File: config.mk
export PLATFORM = sky130hd
export DESIGN_NAME = fetch_pc_unit
export DESIGN_NICKNAME = d
export VERILOG_FILES = /design/src/rtl/fetch_pc_unit.sv
export SDC_FILE = /design/constraint.sdc
export NUM_CORES = 1
export LEC_CHECK = 0
export CAP_MARGIN = 15
export CORE_MARGIN = 2
export CORE_UTILIZATION = 30
export CTS_BUF_LIST = sky130_fd_sc_hd__clkbuf_16
export CTS_CLUSTER_DIAMETER = 40
export DETAILED_ROUTE_END_ITERATION = 12
export DONT_BUFFER_PORTS = 1
export HOLD_SLACK_MARGIN = 0.06
export PLACE_DENSITY = 0.46
export SYNTH_ARGS = -nofsm -noshare
export SYNTH_HDL_FRONTEND = slang
export SYNTH_SLANG_ARGS = --single-unit
File: constraint.sdc
create_clock -name clk -period 4.18 [get_ports clk]
set_input_delay 0.836 -clock clk [delete_from_list [all_inputs] [get_ports clk]]
set_output_delay 0.836 -clock clk [all_outputs]
set_load 0.01 [all_outputs]
File: src/rtl/fetch_pc_unit.sv
// Instruction-fetch / next-PC stage: owns the PC, fetches from instruction memory,
// presents the instruction to the decoder for one cycle, then commits the next PC.
module fetch_pc_unit #(
  parameter logic [31:0] RESET_PC = 32'h0000_0000,
  parameter int          TAKEN_W  = 16
) (
  input  logic               clk,
  input  logic               rst_n,
  output logic               imem_req,
  output logic [31:0]        imem_addr,
  input  logic               imem_ack,
  input  logic [31:0]        imem_rdata,
  output logic [31:0]        instr,
  output logic               instr_valid,
  output logic [31:0]        pc,
  output logic [31:0]        pc_plus4,
  input  logic               beq,
  input  logic               bne,
  input  logic               bgez,
  input  logic               j,
  input  logic               jal,
  input  logic               jr,
  input  logic               sys_call,
  input  logic [31:0]        rs_data,
  input  logic [31:0]        rt_data,
  input  logic               go,
  output logic               halt,
  output logic [31:0]        cycle_cnt,
  output logic [TAKEN_W-1:0] taken_cnt
);

  typedef enum logic [1:0] {FETCH, EXEC, HALT} state_t;

  localparam logic [31:0] SYS_EXIT = 32'd10;

  state_t      state, state_next;
  logic [31:0] pc_next;
  logic [31:0] branch_target;
  logic [31:0] jump_target;
  logic        redirect;
  logic        exit_call;

  assign pc_plus4    = pc + 32'd4;
  assign imem_addr   = pc;
  // Request is gated by reset so the memory sees no request while the core is held in reset.
  assign imem_req    = (state == FETCH) && rst_n;
  assign instr_valid = (state == EXEC);
  assign halt        = (state == HALT);

  assign branch_target = pc_plus4 + {{14{instr[15]}}, instr[15:0], 2'b00};
  assign jump_target   = {pc_plus4[31:28], instr[25:0], 2'b00};

  // Next-PC selection; jal only matters to the register file, the PC treats it as j.
  always_comb begin
    // NOTE: every output of this block is defaulted first so no path leaves a latch behind.
    pc_next   = pc_plus4;
    redirect  = 1'b0;
    exit_call = 1'b0;
    if (sys_call) begin
      exit_call = (rs_data == SYS_EXIT);
    end else if (jr) begin
      pc_next  = rs_data;
      redirect = 1'b1;
    end else if (j) begin
      pc_next  = jump_target;
      redirect = 1'b1;
    end else if ((beq && (rs_data == rt_data)) ||
                 (bne && (rs_data != rt_data)) ||
                 (bgez && !rs_data[31])) begin
      pc_next  = branch_target;
      redirect = 1'b1;
    end
  end

  always_comb begin
    state_next = state;
    unique case (state)
      FETCH:   if (imem_ack) state_next = EXEC;
      EXEC:    state_next = exit_call ? HALT : FETCH;
      HALT:    if (go) state_next = FETCH;
      default: state_next = FETCH;
    endcase
  end

  always_ff @(posedge clk or negedge rst_n) begin
    // NOTE: sequential state uses non-blocking assignments so every register samples pre-edge values.
    if (!rst_n) begin
      state     <= FETCH;
      pc        <= RESET_PC;
      instr     <= '0;
      cycle_cnt <= '0;
      taken_cnt <= '0;
    end else begin
      state <= state_next;
      if (state != HALT) cycle_cnt <= cycle_cnt + 32'd1;
      if ((state == FETCH) && imem_ack) instr <= imem_rdata;
      if (state == EXEC) begin
        pc <= pc_next;
        if (redirect && !(&taken_cnt)) taken_cnt <= taken_cnt + 1'b1;
      end
    end
  end

endmodule

# Yosys cells after proc, flatten, opt, wreduce, memory -nomap -nowiden
# Index checks and enable logic that the tools add are counted.
# W data, S select, Z words.
# word_totals
regBits	114
inputBits	107
output_inout_bits	179
wordCells	44
# op_classes
addsub	4
eq_ne	8
muxes	13
n_reduce_logical	14
# ops
op	count
$mux W32	4
$add A32 B1 Y32 const B	1
$add A32 B3 Y32 const B	1
$add A32 B32 Y32	1
$eq A32 B32 Y1	1
$eq A32 B4 Y1 const B	1
$ne A32 B32 Y1	1
$add A16 B1 Y16 const B	1
$reduce_and A16 Y1	1
$logic_and A1 B1 Y1	6
$mux W2	3
$ne A2 B2 Y1 const B	3
$pmux W2 S3	1
$mux W1	5
$reduce_and A2 Y1	2
$eq A2 B1 Y1 const B	1
$eq A2 B2 Y1 const B	1
$logic_not A1 Y1	2
$logic_not A2 Y1	1
$logic_or A1 B1 Y1	2

# Longest topological paths before layout
# logic_depth
depth_word	10
ltp_mapped	17
ltp_nobuf	16

# Worst setup path after synthesis
# No wires, ideal clock.
# synth_path
path_kind	register to register
start	register pc[11] (netlist: imem_addr[11])
end	register pc[31] (netlist: imem_addr[31])
t_arrival_ps	3926
required_time_ps	4111
path_slack_ps	185
path_stages_with_launch	18
n_path_buf	2
cell_sequence	dfrtp_1 clkbuf_1 nand4_1 or2_2 nor3_2 nand2_1 xnor2_1 ha_1 clkbuf_1 a211oi_1 o21bai_1 a21o_1 a21oi_1 nand4_1 a21oi_1 xnor2_1 a2111o_1 nand3_1
# synth_via
elab_chain_len	6
# synth_rtl
element	line	source
start, declared	15	output logic [31:0] pc,
start signal, assigned	98	pc <= pc_next;
$add A32 B3 Y32	43	assign pc_plus4 = pc + 32'd4;
net pc_plus4[24]	16	output logic [31:0] pc_plus4,
$add A32 B32 Y32	50	assign branch_target = pc_plus4 + {{14{instr[15]}}, instr[15:0], 2'b00};
$mux W32	67	end else if ((beq && (rs_data == rt_data)) ||
$mux W32	64	end else if (j) begin
$mux W32	61	end else if (jr) begin
$mux W32	59	if (sys_call) begin
# The timed path passes the listed nets, and every way through them passes these cells.
# A chain may end at the register's enable or synchronous reset.

# Worst setup path in the final report
# layout_path
start	register pc[2] (netlist: imem_addr[2])
end	register pc[17] (netlist: imem_addr[17])
# Same word-level chain as after synthesis.

==> results.tsv <==
metric	value	unit
critPathArrivalTime	4.28	ns
clk_pin_slew_worst_paths	0.07	ns
synthMuxAreaShare	0.0515	
pin_count	286	
ys_seq_elements	114	
end_kind	register	
max_cap_violations	0	
hold_viol_final	0	
start_kind	register	
critical_path_buf_inv_count	2	
yosysTopAreaCell	dfrtp_1	
wl	32000	µm
dp_slack	0.130	ns
ys.warnings.count	0	
pwr_density_cell	592	nW/µm²
synthAdderAreaFrac	0.0603	
synth_xor_area_frac	0.139	
layout_worst_path_cycle_share	0.950	
setup_viol	0	
synth_area_per_cell	9.08	µm²
numPortBuffers	0	
critical_path_class	register to register	
slew_viol_final	0	
finClkSkew	0.0139	ns
fin_cells	1284	
cts_buffers	17	
drtPass1Iterations	5	
worst_slack	0.210	ns
root_buffer	clkbuf_16	
clkLatencyLatePin	0.42	ns
synth.top_cell.area_share	0.347	
cp_data_required_time	4.49	ns
synth_edf_count	0	
num_rows	60	
die_area	28700	µm²
grt_pass1_vias	7104	
synth_fp_nets	1050	
start_util	0.305	
netlist_instances	904	
fin_area	9430	µm²
dp.cells	1250	
max-vdd-ir-drop	0.202	mV
grt_overflow	0	
core-area	26900	µm²
fin_nets	1076	
hold_class	input port to async pin	
syn-cell-area	8210	µm²
fmax	0.252	GHz
yosys.area_share.simple	0.179	
fin_crit	3.97	ns
worstPathMaxFanout	6	
ant_nets	0	
die_w	169	µm
power.leakage	4.00	nW
synth_compound_area_frac	0.166	
cts_tree	done	
ys_top_cells_by_area	dfrtp_1 (35%), xnor2_1 (7.4%), xor2_1 (6.5%), ha_1 (5.8%), mux2_2 (4.7%)	
grt_pass1_wl	46500	µm
clk_path_buf_depth	2	
h-tree-depth	4	
yosysMostFrequentCell	dfrtp_1	
ys_seq_area_frac	0.347	
postCtsHoldBufs	0	
grtUsageTotal	0.221	
slowest_stage	dfrtp_1	
cpPeakStageDelay	0.39	ns
wl_per_cell	24.9	µm
slew_headroom	0.367	
dieHeight	169	µm
synth_top_family_by_area	simple AND/OR/NAND/NOR gates	
status	completed	
worst_pin_slew	0.949	ns
cts.sinks	114	
worstPathCellList	ha_1 -> nand3_1 -> buf_4 -> nor2_1 -> xnor2_1 -> inv_1 -> ha_1 -> a211oi_1 -> o21ai_0 -> a31oi_1 -> o21ai_0 -> a31oi_1 -> xnor2_1 -> a222oi_1 -> o221ai_1 -> o21a_1	
diodes	0	
vias	7209	
yosysUniqueCellTypes	66	
hpwlAfterDp	24800	µm
grt_max_degree	116	
synth_commonest_cells	dfrtp_1 (114), nand2_1 (83), xnor2_1 (69)	
drt_iter0_drc	497	
antenna_found_initial	2	
via_per_inst	5.61	
gp_congestion	0.909	
async_flop_share	1.00	
area_growth	14.8	%
layout-drive-gt1-share	0.171	
synthFlopType	dfrtp_1	
drc	0	
place_area	8790	µm²
critPathTopFamily	compound AO/OA/AOI/OAI gates	
[power by group]
| part | internal [mW] | switching, mW |
|---|---|---|
| clock | 0.896 | 0.629 |
| combinational | 1.03 | 1.38 |
| sequential | 1.29 | 0.354 |
| total | 3.22 | 2.36 |
[final cells by class]
| class | instances | area, µm² |
|---|---|---|
| multi-input combinational | 703 | 4910 |
| clock inverter | 15 | 171 |
| timing repair buffer | 73 | 561 |
| clock buffer | 17 | 425 |
| inverter | 21 | 78.8 |
| fill | 2806 | 17400 |
| tap | 341 | 427 |
| sequential | 114 | 2850 |
[layout by cell type (no fill, tap or decap), types with 26 or more instances in the layout]
| cell | netlist | layout |
|---|---|---|
| xor2_1 | 61 | 61 |
| mux2_2 | 34 | 34 |
| and3_1 | 26 | 26 |
| nand2_1 | 83 | 83 |
| buf_4 | 35 | 72 |
| a21oi_1 | 59 | 57 |
| xnor2_1 | 69 | 69 |
| ha_1 | 38 | 38 |
| o21ai_0 | 40 | 40 |
| nand3_1 | 35 | 35 |
| dfrtp_1 | 114 | 114 |
| nor2_1 | 47 | 46 |
[routing by layer]
layer  track usage  routed length (µm)  share of wire
met1         0.294               13900           0.44
met2         0.333               14100           0.44
met3        0.0774                3100          0.097
met4        0.0799                 780          0.024
met5             0                  26        0.00081
[cell families (layout without fill, tap and decap cells)]
logic type,count (synthesis),after routing
and+or+nand+nor,289,289
AOI/OAI and AO/OA,207,207
xor gates and xnor gates,130,130
DFF,114,114
buffers and inverters,87,126
adders and majority gates,39,39
muxes,38,38
[timing repair]
action	4_1_cts	5_1_grt
buffers inserted	0	2
resized for setup	0	5
setup endpoints to repair	0	6
[final timing paths]
kind                                           startpoint                   endpoint  cells after the start  slack, ns
worst max-delay path             imem_addr[2]$_DFFE_PN0P_  imem_addr[17]$_DFFE_PN0P_                     16       0.21
worst min-delay path                                rst_n      instr[31]$_DFFE_PN0P_                      0       0.11
min in group clk                                       go       state[1]$_DFFE_PN0P_                      1       0.52
worst min register to register  cycle_cnt[31]$_DFFE_PN0N_  cycle_cnt[31]$_DFFE_PN0N_                      1       0.55
max in group asynchronous                           rst_n  imem_addr[19]$_DFFE_PN0P_                      0       3.78
worst max register to register   imem_addr[2]$_DFFE_PN0P_  imem_addr[17]$_DFFE_PN0P_                     16       0.21
[sequential cells by signal, indices dropped and copies added (netlist names)]
signal	flops
cycle_cnt	32
instr	32
imem_addr	32
state	2
taken_cnt	16
[per-stage QoR]
step / TNS [ns] / util / power [mW] / hold WS (ns)
finish: 0 / 0.351 / 5.58 / 0.109
detailed placement: 0 / 0.327 / 4.03 / 0.541
floorplan: 0 / - / 3.36 / 0.504
global placement: 0 / 0.327 / 4.02 / 0.524
CTS: 0 / 0.349 / 5.59 / 0.0915
global route: -0.00666 / 0.351 / 5.94 / 0.0958
No activity file was read; power rests on OpenSTA's default activity.
